===== config.mk =====
export PLATFORM = sky130hd
export DESIGN_NAME = bk_kbd_ctl_flat
export DESIGN_NICKNAME = d
export VERILOG_FILES = /design/src/rtl/bk_kbd_ctl_if.sv /design/src/rtl/bk_kbd_ctl.sv /design/src/flat_wrapper.sv
export SDC_FILE = /design/constraint.sdc
export NUM_CORES = 1
export LEC_CHECK = 0
export ABC_CLOCK_PERIOD_IN_PS = 6600
export CAP_MARGIN = 20
export CORE_ASPECT_RATIO = 1.1
export CORE_MARGIN = 2
export CORE_UTILIZATION = 62
export DETAILED_ROUTE_END_ITERATION = 16
export PLACE_DENSITY = 0.88
export SKIP_CTS_REPAIR_TIMING = 1
export SYNTH_ARGS = -nofsm -noshare
export SYNTH_HDL_FRONTEND = slang
export SYNTH_SLANG_ARGS = --single-unit

===== constraint.sdc =====
create_clock -name clk -period 6.6 [get_ports clk]
set_input_delay 0.99 -clock clk [delete_from_list [all_inputs] [get_ports clk]]
set_output_delay 0.99 -clock clk [all_outputs]
set_load 0.02 [all_outputs]

===== src/rtl/bk_kbd_ctl_if.sv =====
// Keyboard front-end bus: scan-code input, core read strobe and the key/status
// outputs that feed the BK keyboard registers.
interface bk_kbd_ctl_if;
    logic       ce;
    logic       sc_valid;
    logic [7:0] sc_byte;
    logic       read_kbd;
    logic       kbd_available;
    logic [7:0] kbd_data;
    logic       kbd_ar2;
    logic       stopkey;
    logic       keydown;
    logic       overflow;

    modport master (
        output ce, sc_valid, sc_byte, read_kbd,
        input  kbd_available, kbd_data, kbd_ar2, stopkey, keydown, overflow
    );

    modport slave (
        input  ce, sc_valid, sc_byte, read_kbd,
        output kbd_available, kbd_data, kbd_ar2, stopkey, keydown, overflow
    );
endinterface


===== src/rtl/bk_kbd_ctl.sv =====
// PS/2 set-2 scan-code decoder, BK key translation and key FIFO feeding the
// BK keyboard registers plus the STOP/keydown status bits.
module bk_kbd_ctl #(
    parameter int FIFO_AW     = 2,
    parameter int KEYDOWN_MAX = 7
) (
    input  logic        clk,
    input  logic        reset_n,
    bk_kbd_ctl_if.slave kbd
);
    localparam int                DEPTH    = 1 << FIFO_AW;
    localparam int                CW       = $clog2(KEYDOWN_MAX + 1);
    localparam logic [FIFO_AW:0]  FULL_CNT = (FIFO_AW + 1)'(DEPTH);
    localparam logic [CW-1:0]     KD_MAX   = CW'(KEYDOWN_MAX);

    logic               ext_q, ext_d, brk_q, brk_d;
    logic               shift_q, shift_d, ctrl_q, ctrl_d, alt_q, alt_d;
    logic               stop_q, stop_d;
    logic [CW-1:0]      kd_cnt_q, kd_cnt_d;
    logic [8:0]         last_q, last_d;
    logic               ev_valid_q, ev_valid_d;
    logic [7:0]         ev_entry_q, ev_entry_d;
    logic               rd_lvl_q, rd_lvl_d;
    logic [FIFO_AW-1:0] wr_ptr_q, wr_ptr_d, rd_ptr_q, rd_ptr_d;
    logic [FIFO_AW:0]   count_q, count_d;
    logic               ovf_q, ovf_d;
    logic [7:0]         mem_q [DEPTH];
    logic [7:0]         mem_d [DEPTH];

    logic       hit, is_event, is_make, is_esc, push, pop, avail;
    logic [6:0] code, code_out;
    logic [7:0] b;
    logic [8:0] key_id;

    assign b      = kbd.sc_byte;
    assign key_id = {ext_q, b};

    // NOTE: every variable written in an always_comb gets a default first, or a latch is inferred.
    always_comb begin
        hit  = 1'b1;
        code = 7'h00;
        case (key_id)
            9'h01C: code = 7'h41; 9'h032: code = 7'h42; 9'h021: code = 7'h43; 9'h023: code = 7'h44;
            9'h024: code = 7'h45; 9'h02B: code = 7'h46; 9'h034: code = 7'h47; 9'h033: code = 7'h48;
            9'h043: code = 7'h49; 9'h03B: code = 7'h4A; 9'h042: code = 7'h4B; 9'h04B: code = 7'h4C;
            9'h03A: code = 7'h4D; 9'h031: code = 7'h4E; 9'h044: code = 7'h4F; 9'h04D: code = 7'h50;
            9'h015: code = 7'h51; 9'h02D: code = 7'h52; 9'h01B: code = 7'h53; 9'h02C: code = 7'h54;
            9'h03C: code = 7'h55; 9'h02A: code = 7'h56; 9'h01D: code = 7'h57; 9'h022: code = 7'h58;
            9'h035: code = 7'h59; 9'h01A: code = 7'h5A;
            9'h045: code = 7'h30; 9'h016: code = 7'h31; 9'h01E: code = 7'h32; 9'h026: code = 7'h33;
            9'h025: code = 7'h34; 9'h02E: code = 7'h35; 9'h036: code = 7'h36; 9'h03D: code = 7'h37;
            9'h03E: code = 7'h38; 9'h046: code = 7'h39;
            9'h05A: code = 7'h0A; 9'h029: code = 7'h20; 9'h066: code = 7'h18; 9'h00D: code = 7'h09;
            9'h16B: code = 7'h08; 9'h174: code = 7'h19; 9'h175: code = 7'h1A; 9'h172: code = 7'h1B;
            default: hit = 1'b0;
        endcase
        code_out = code;
        if (code >= 7'h41 && code <= 7'h5A && !shift_q) code_out = code | 7'h20;
        // Ctrl folds anything in the 0x40-0x7F column down to a control code.
        if (ctrl_q && code_out[6]) code_out = {2'b00, code_out[4:0]};
    end

    always_comb begin
        is_event   = kbd.sc_valid && !(b inside {8'hE0, 8'hF0, 8'hE1, 8'hFA, 8'hAA, 8'hEE, 8'hFE});
        is_make    = !brk_q;
        is_esc     = !ext_q && (b == 8'h76);
        ext_d      = ext_q;
        brk_d      = brk_q;
        shift_d    = shift_q;
        ctrl_d     = ctrl_q;
        alt_d      = alt_q;
        stop_d     = stop_q;
        kd_cnt_d   = kd_cnt_q;
        last_d     = last_q;
        ev_valid_d = 1'b0;
        ev_entry_d = ev_entry_q;
        if (kbd.sc_valid) begin
            if (b == 8'hE0)      ext_d = 1'b1;
            else if (b == 8'hF0) brk_d = 1'b1;
            else begin
                ext_d = 1'b0;
                brk_d = 1'b0;
            end
        end
        if (is_event) begin
            if (!ext_q && (b == 8'h12 || b == 8'h59)) shift_d = is_make;
            else if (b == 8'h14)                      ctrl_d  = is_make;
            else if (b == 8'h11)                      alt_d   = is_make;
            else if (hit || is_esc) begin
                if (is_esc) stop_d = is_make;
                if (is_make) begin
                    // A repeat of the last make while keys are held is typematic, not a new key.
                    if (!(kd_cnt_q != '0 && last_q == key_id) && kd_cnt_q != KD_MAX)
                        kd_cnt_d = kd_cnt_q + 1'b1;
                    last_d     = key_id;
                    ev_valid_d = hit;
                    ev_entry_d = {alt_q, code_out};
                end else if (kd_cnt_q != '0) begin
                    kd_cnt_d = kd_cnt_q - 1'b1;
                end
            end
        end
    end

    always_comb begin
        pop      = kbd.ce && kbd.read_kbd && !rd_lvl_q && (count_q != '0);
        rd_lvl_d = kbd.ce ? kbd.read_kbd : rd_lvl_q;
        push     = ev_valid_q && ((count_q != FULL_CNT) || pop);
        ovf_d    = ovf_q | (ev_valid_q && !push);
        mem_d    = mem_q;
        wr_ptr_d = wr_ptr_q;
        rd_ptr_d = rd_ptr_q;
        count_d  = count_q;
        if (push) begin
            mem_d[wr_ptr_q] = ev_entry_q;
            wr_ptr_d        = wr_ptr_q + 1'b1;
        end
        if (pop) rd_ptr_d = rd_ptr_q + 1'b1;
        case ({push, pop})
            2'b10:   count_d = count_q + 1'b1;
            2'b01:   count_d = count_q - 1'b1;
            default: count_d = count_q;
        endcase
    end

    // NOTE: sequential state uses non-blocking assignments so all flops update from pre-edge values.
    always_ff @(posedge clk or negedge reset_n) begin
        if (!reset_n) begin
            ext_q      <= 1'b0;
            brk_q      <= 1'b0;
            shift_q    <= 1'b0;
            ctrl_q     <= 1'b0;
            alt_q      <= 1'b0;
            stop_q     <= 1'b0;
            kd_cnt_q   <= '0;
            last_q     <= '0;
            ev_valid_q <= 1'b0;
            ev_entry_q <= '0;
            rd_lvl_q   <= 1'b0;
            wr_ptr_q   <= '0;
            rd_ptr_q   <= '0;
            count_q    <= '0;
            ovf_q      <= 1'b0;
        end else begin
            ext_q      <= ext_d;
            brk_q      <= brk_d;
            shift_q    <= shift_d;
            ctrl_q     <= ctrl_d;
            alt_q      <= alt_d;
            stop_q     <= stop_d;
            kd_cnt_q   <= kd_cnt_d;
            last_q     <= last_d;
            ev_valid_q <= ev_valid_d;
            ev_entry_q <= ev_entry_d;
            rd_lvl_q   <= rd_lvl_d;
            wr_ptr_q   <= wr_ptr_d;
            rd_ptr_q   <= rd_ptr_d;
            count_q    <= count_d;
            ovf_q      <= ovf_d;
        end
    end

    // NOTE: FIFO storage is not reset; the head is masked to zero whenever the count is zero.
    always_ff @(posedge clk) begin
        mem_q <= mem_d;
    end

    assign avail             = (count_q != '0);
    assign kbd.kbd_available = avail;
    assign kbd.kbd_data      = avail ? {1'b0, mem_q[rd_ptr_q][6:0]} : 8'h00;
    assign kbd.kbd_ar2       = avail & mem_q[rd_ptr_q][7];
    assign kbd.stopkey       = stop_q;
    assign kbd.keydown       = (kd_cnt_q != '0);
    assign kbd.overflow      = ovf_q;
endmodule


===== src/flat_wrapper.sv =====
// flat-port wrapper written by rule: the top's interface ports become plain ports
module bk_kbd_ctl_flat 
#(
    parameter int FIFO_AW     = 2,
    parameter int KEYDOWN_MAX = 7
)
  (clk, reset_n, kbd_ce, kbd_sc_valid, kbd_sc_byte, kbd_read_kbd, kbd_kbd_available, kbd_kbd_data, kbd_kbd_ar2, kbd_stopkey, kbd_keydown, kbd_overflow);
  bk_kbd_ctl_if kbd_i ();
  input  logic clk;
  input  logic reset_n;
  input wire logic [$bits(kbd_i.ce)-1:0] kbd_ce;
  input wire logic [$bits(kbd_i.sc_valid)-1:0] kbd_sc_valid;
  input wire logic [$bits(kbd_i.sc_byte)-1:0] kbd_sc_byte;
  input wire logic [$bits(kbd_i.read_kbd)-1:0] kbd_read_kbd;
  output wire logic [$bits(kbd_i.kbd_available)-1:0] kbd_kbd_available;
  output wire logic [$bits(kbd_i.kbd_data)-1:0] kbd_kbd_data;
  output wire logic [$bits(kbd_i.kbd_ar2)-1:0] kbd_kbd_ar2;
  output wire logic [$bits(kbd_i.stopkey)-1:0] kbd_stopkey;
  output wire logic [$bits(kbd_i.keydown)-1:0] kbd_keydown;
  output wire logic [$bits(kbd_i.overflow)-1:0] kbd_overflow;
  assign kbd_i.ce = kbd_ce;
  assign kbd_i.sc_valid = kbd_sc_valid;
  assign kbd_i.sc_byte = kbd_sc_byte;
  assign kbd_i.read_kbd = kbd_read_kbd;
  assign kbd_kbd_available = kbd_i.kbd_available;
  assign kbd_kbd_data = kbd_i.kbd_data;
  assign kbd_kbd_ar2 = kbd_i.kbd_ar2;
  assign kbd_stopkey = kbd_i.stopkey;
  assign kbd_keydown = kbd_i.keydown;
  assign kbd_overflow = kbd_i.overflow;
  bk_kbd_ctl #(.FIFO_AW(FIFO_AW), .KEYDOWN_MAX(KEYDOWN_MAX)) u_core (.clk(clk), .reset_n(reset_n), .kbd(kbd_i));
endmodule

==> flow_summary.ini <==
[status]
status = completed

[sta]
setup_violations = 0
fin_worst_skew_ns = 0.0139
slew_viol_final = 0
tns_ns = 0
final-hold-violation-count = 0
period_share = 0.663
rsz0062_at_grt = no
fmax_ghz = 0.229
fin_worst_hold_slack_ns = 0.480
worstMarginPinSlew_ns = 0.982
period_needed_ns = 4.38
slew_headroom = 0.343

[clock_tree]
root_buffer = clkbuf_8
clk_latency_ns = 0.34
cts_made_buffers = 9
cts_sinks = 68
clk_path_buf_depth = 2
cts_tree = built
h-tree-depth = 3
cts.clk_slew.worst_paths_ns = 0.08

[die]
die_area_um2 = 7250
core_um2 = 6480
rows = 31
ios = 26
initial_core_util = 0.630
chipWidth_um = 81.4
die_h_um = 89.1

[layout]
design_area_um2 = 4470
layout_common_cells = 36 x dfrtp_1, 32 x edfxtp_1, 23 x clkdlybuf4s50_1, 22 x nand2_1
final_common_cell = dfrtp_1
drive_gt1_frac = 0.136
fin_cells = 473
layout.nets = 406
antennaDiodeCount = 0
areaGrowthSynthToFinish_pct = 9.56

[synth]
netlist_area_um2 = 4080
synth_top_flop_cell = dfrtp_1
syn-num-nets = 396
syn_inst = 376
post-synth-top-area-cell = edfxtp_1
synth_top_family_by_area = simple AND/OR/NAND/NOR gates
synth_compound_area_frac = 0.115
syn_avg_cell_area_um2 = 10.9
synth_xor_area_frac = 0.0407
yosysUniqueCellTypes = 64
yosys-top-cells-area = edfxtp_1 24%, dfrtp_1 22%, mux4_2 4.4%
synthAdderAreaFrac = 0.0251
synthMuxAreaShare = 0.109
synth-seq-cells = 68
async_reset_ff_frac = 0.529
synth_top_area_share = 0.235
yosysWarnings = 0
synthSimpleGateAreaFrac = 0.198
synth_edf_count = 32
ys_seq_area_frac = 0.456

[critical_path]
crit_path_max_fanout = 30
cpMaxStageDelayCell = clkdlybuf4s50_1
required_ns = 6.82
crit_family = simple AND/OR/NAND/NOR gates
r2r-start = u_core.ext_q
cp-end-kind = register
cp-start-kind = input port
path_cells = clkdlybuf4s50_1 -> nor3b_1 -> and4b_1 -> a31o_2 -> nor4_1 -> and4bb_4 -> a211o_1 -> mux2_2
worstPathBufferInverterCount = 1
reg2reg_to = u_core.last_q[1]
critPathArrivalTime_ns = 4.60
path_class = in2reg
critPathMaxStageDelay_ns = 0.92
reg2reg_slack_ns = 3.23
worstSetupPathDepth = 8
worstRegToRegCells = 6

[power_and_ir_drop]
p_leak_nw = 1.75
seqPwrFrac = 0.438
p_sw_mw = 0.467
design_power_total_mw = 1.38
ir_drop_v = 0.000212
switching_share = 0.338
clkPwrFrac = 0.236
p_per_area_nw_per_um2 = 309
pwr-share-comb = 0.326
power.internal_mw = 0.913

[min_path]
hold_end = u_core.kbd.overflow
hold_path_class = reg2reg
hold-path-cell-count = 1
worstHoldStart = u_core.kbd.overflow

[routing]
via_count = 3091
dr.pass1.iters = 5
wl_per_cell_um = 20.2
drtIter0Drc = 254
drc = 0
final_antenna_net_count = 0
vias_per_cell = 6.53
drt_wl_total_mm = 9.56

[global_route]
grt_pass1_vias = 2902
antenna_found_initial = 0
grt_start_max_net_pins = 40
overflow = 0
grt_use_total = 0.280
grt_pass1_wl_mm = 15.0

[placed_design]
dp.cells = 456
gp_routability_congestion = 1.01
port_buffers = 24
dp_hpwl_mm = 6.88
placed_cell_area_um2 = 4270

[flow_run]
max_cap_viol_count = 0
layout make-up:
type | count | area [µm²]
tap | 82 | 103
inverter | 16 | 60.1
clock inverter | 6 | 45.0
multi-input combinational | 264 | 2000
timing repair buffer | 27 | 258
sequential | 68 | 1860
clock buffer | 10 | 149
fill | 475 | 2000
metal layers:
metal  vias up  wire [µm]  GRT usage  part of all wire
li1       1411          -          -                 -
met3        24        609     0.0505             0.064
met5         -          0          0                 0
met4         0        289      0.146             0.030
met2       156       5020      0.468              0.53
met1      1500       3640      0.349              0.38
cells in the mapped netlist (8+ instances only):
master and instances:
a21oi_1 13, buf_2 10, dfrtp_1 36, edfxtp_1 32
inv_1 16, mux2_2 9, mux4_2 8, nand2_1 22
nand2b_1 9, nand3_1 21, nor2_1 16, nor2b_1 21
o21ai_0 14, xor2_1 13
sequential cells by signal, summed over array words and instances (netlist names), 2 cells and up:
name               cells
u_core.count_q         3
u_core.ev_entry_q      8
u_core.kd_cnt_q        3
u_core.last_q          9
u_core.mem_q          32
u_core.rd_ptr_q        2
u_core.wr_ptr_q        2
cells by family after synthesis:
| group | Yosys count |
|---|---|
| xor+xnor | 19 |
| buf+inv | 44 |
| compound gates | 66 |
| fa+ha+maj | 7 |
| flops | 68 |
| mux | 30 |
| other cells | 1 |
| simple gates | 141 |
how the worst max path moves through the flow:
stage                               from              endpoint  slack [ns]
final                     kbd_sc_byte[2]      u_core.last_q[1]        2.22
after global routing      kbd_sc_byte[2]      u_core.last_q[1]        2.04
after CTS                 kbd_sc_byte[2]      u_core.last_q[1]        2.30
after detailed placement  kbd_sc_byte[2]      u_core.last_q[1]        1.93
after global placement    kbd_sc_byte[2]      u_core.last_q[2]        1.91
after floorplan           kbd_sc_byte[7]  u_core.ev_entry_q[0]        3.46
power by group through the flow:
stage          clock (mW)  sequential (mW)  combinational [mW]
6_report            0.326            0.604               0.450
3_5_place_dp            0            0.613               0.449
4_1_cts             0.330            0.605               0.450
2_1_floorplan           0            0.571               0.328
5_1_grt             0.351            0.617               0.492
3_3_place_gp            0            0.606               0.422
per-stage QoR:
step / worst slack [ns] / utilization
floorplan: 3.46 / -
global placement: 1.91 / 0.660
detailed placement: 1.93 / 0.660
CTS: 2.30 / 0.690
global route: 2.04 / 0.691
finish: 2.22 / 0.691
Power figures use the tool's default switching activity.
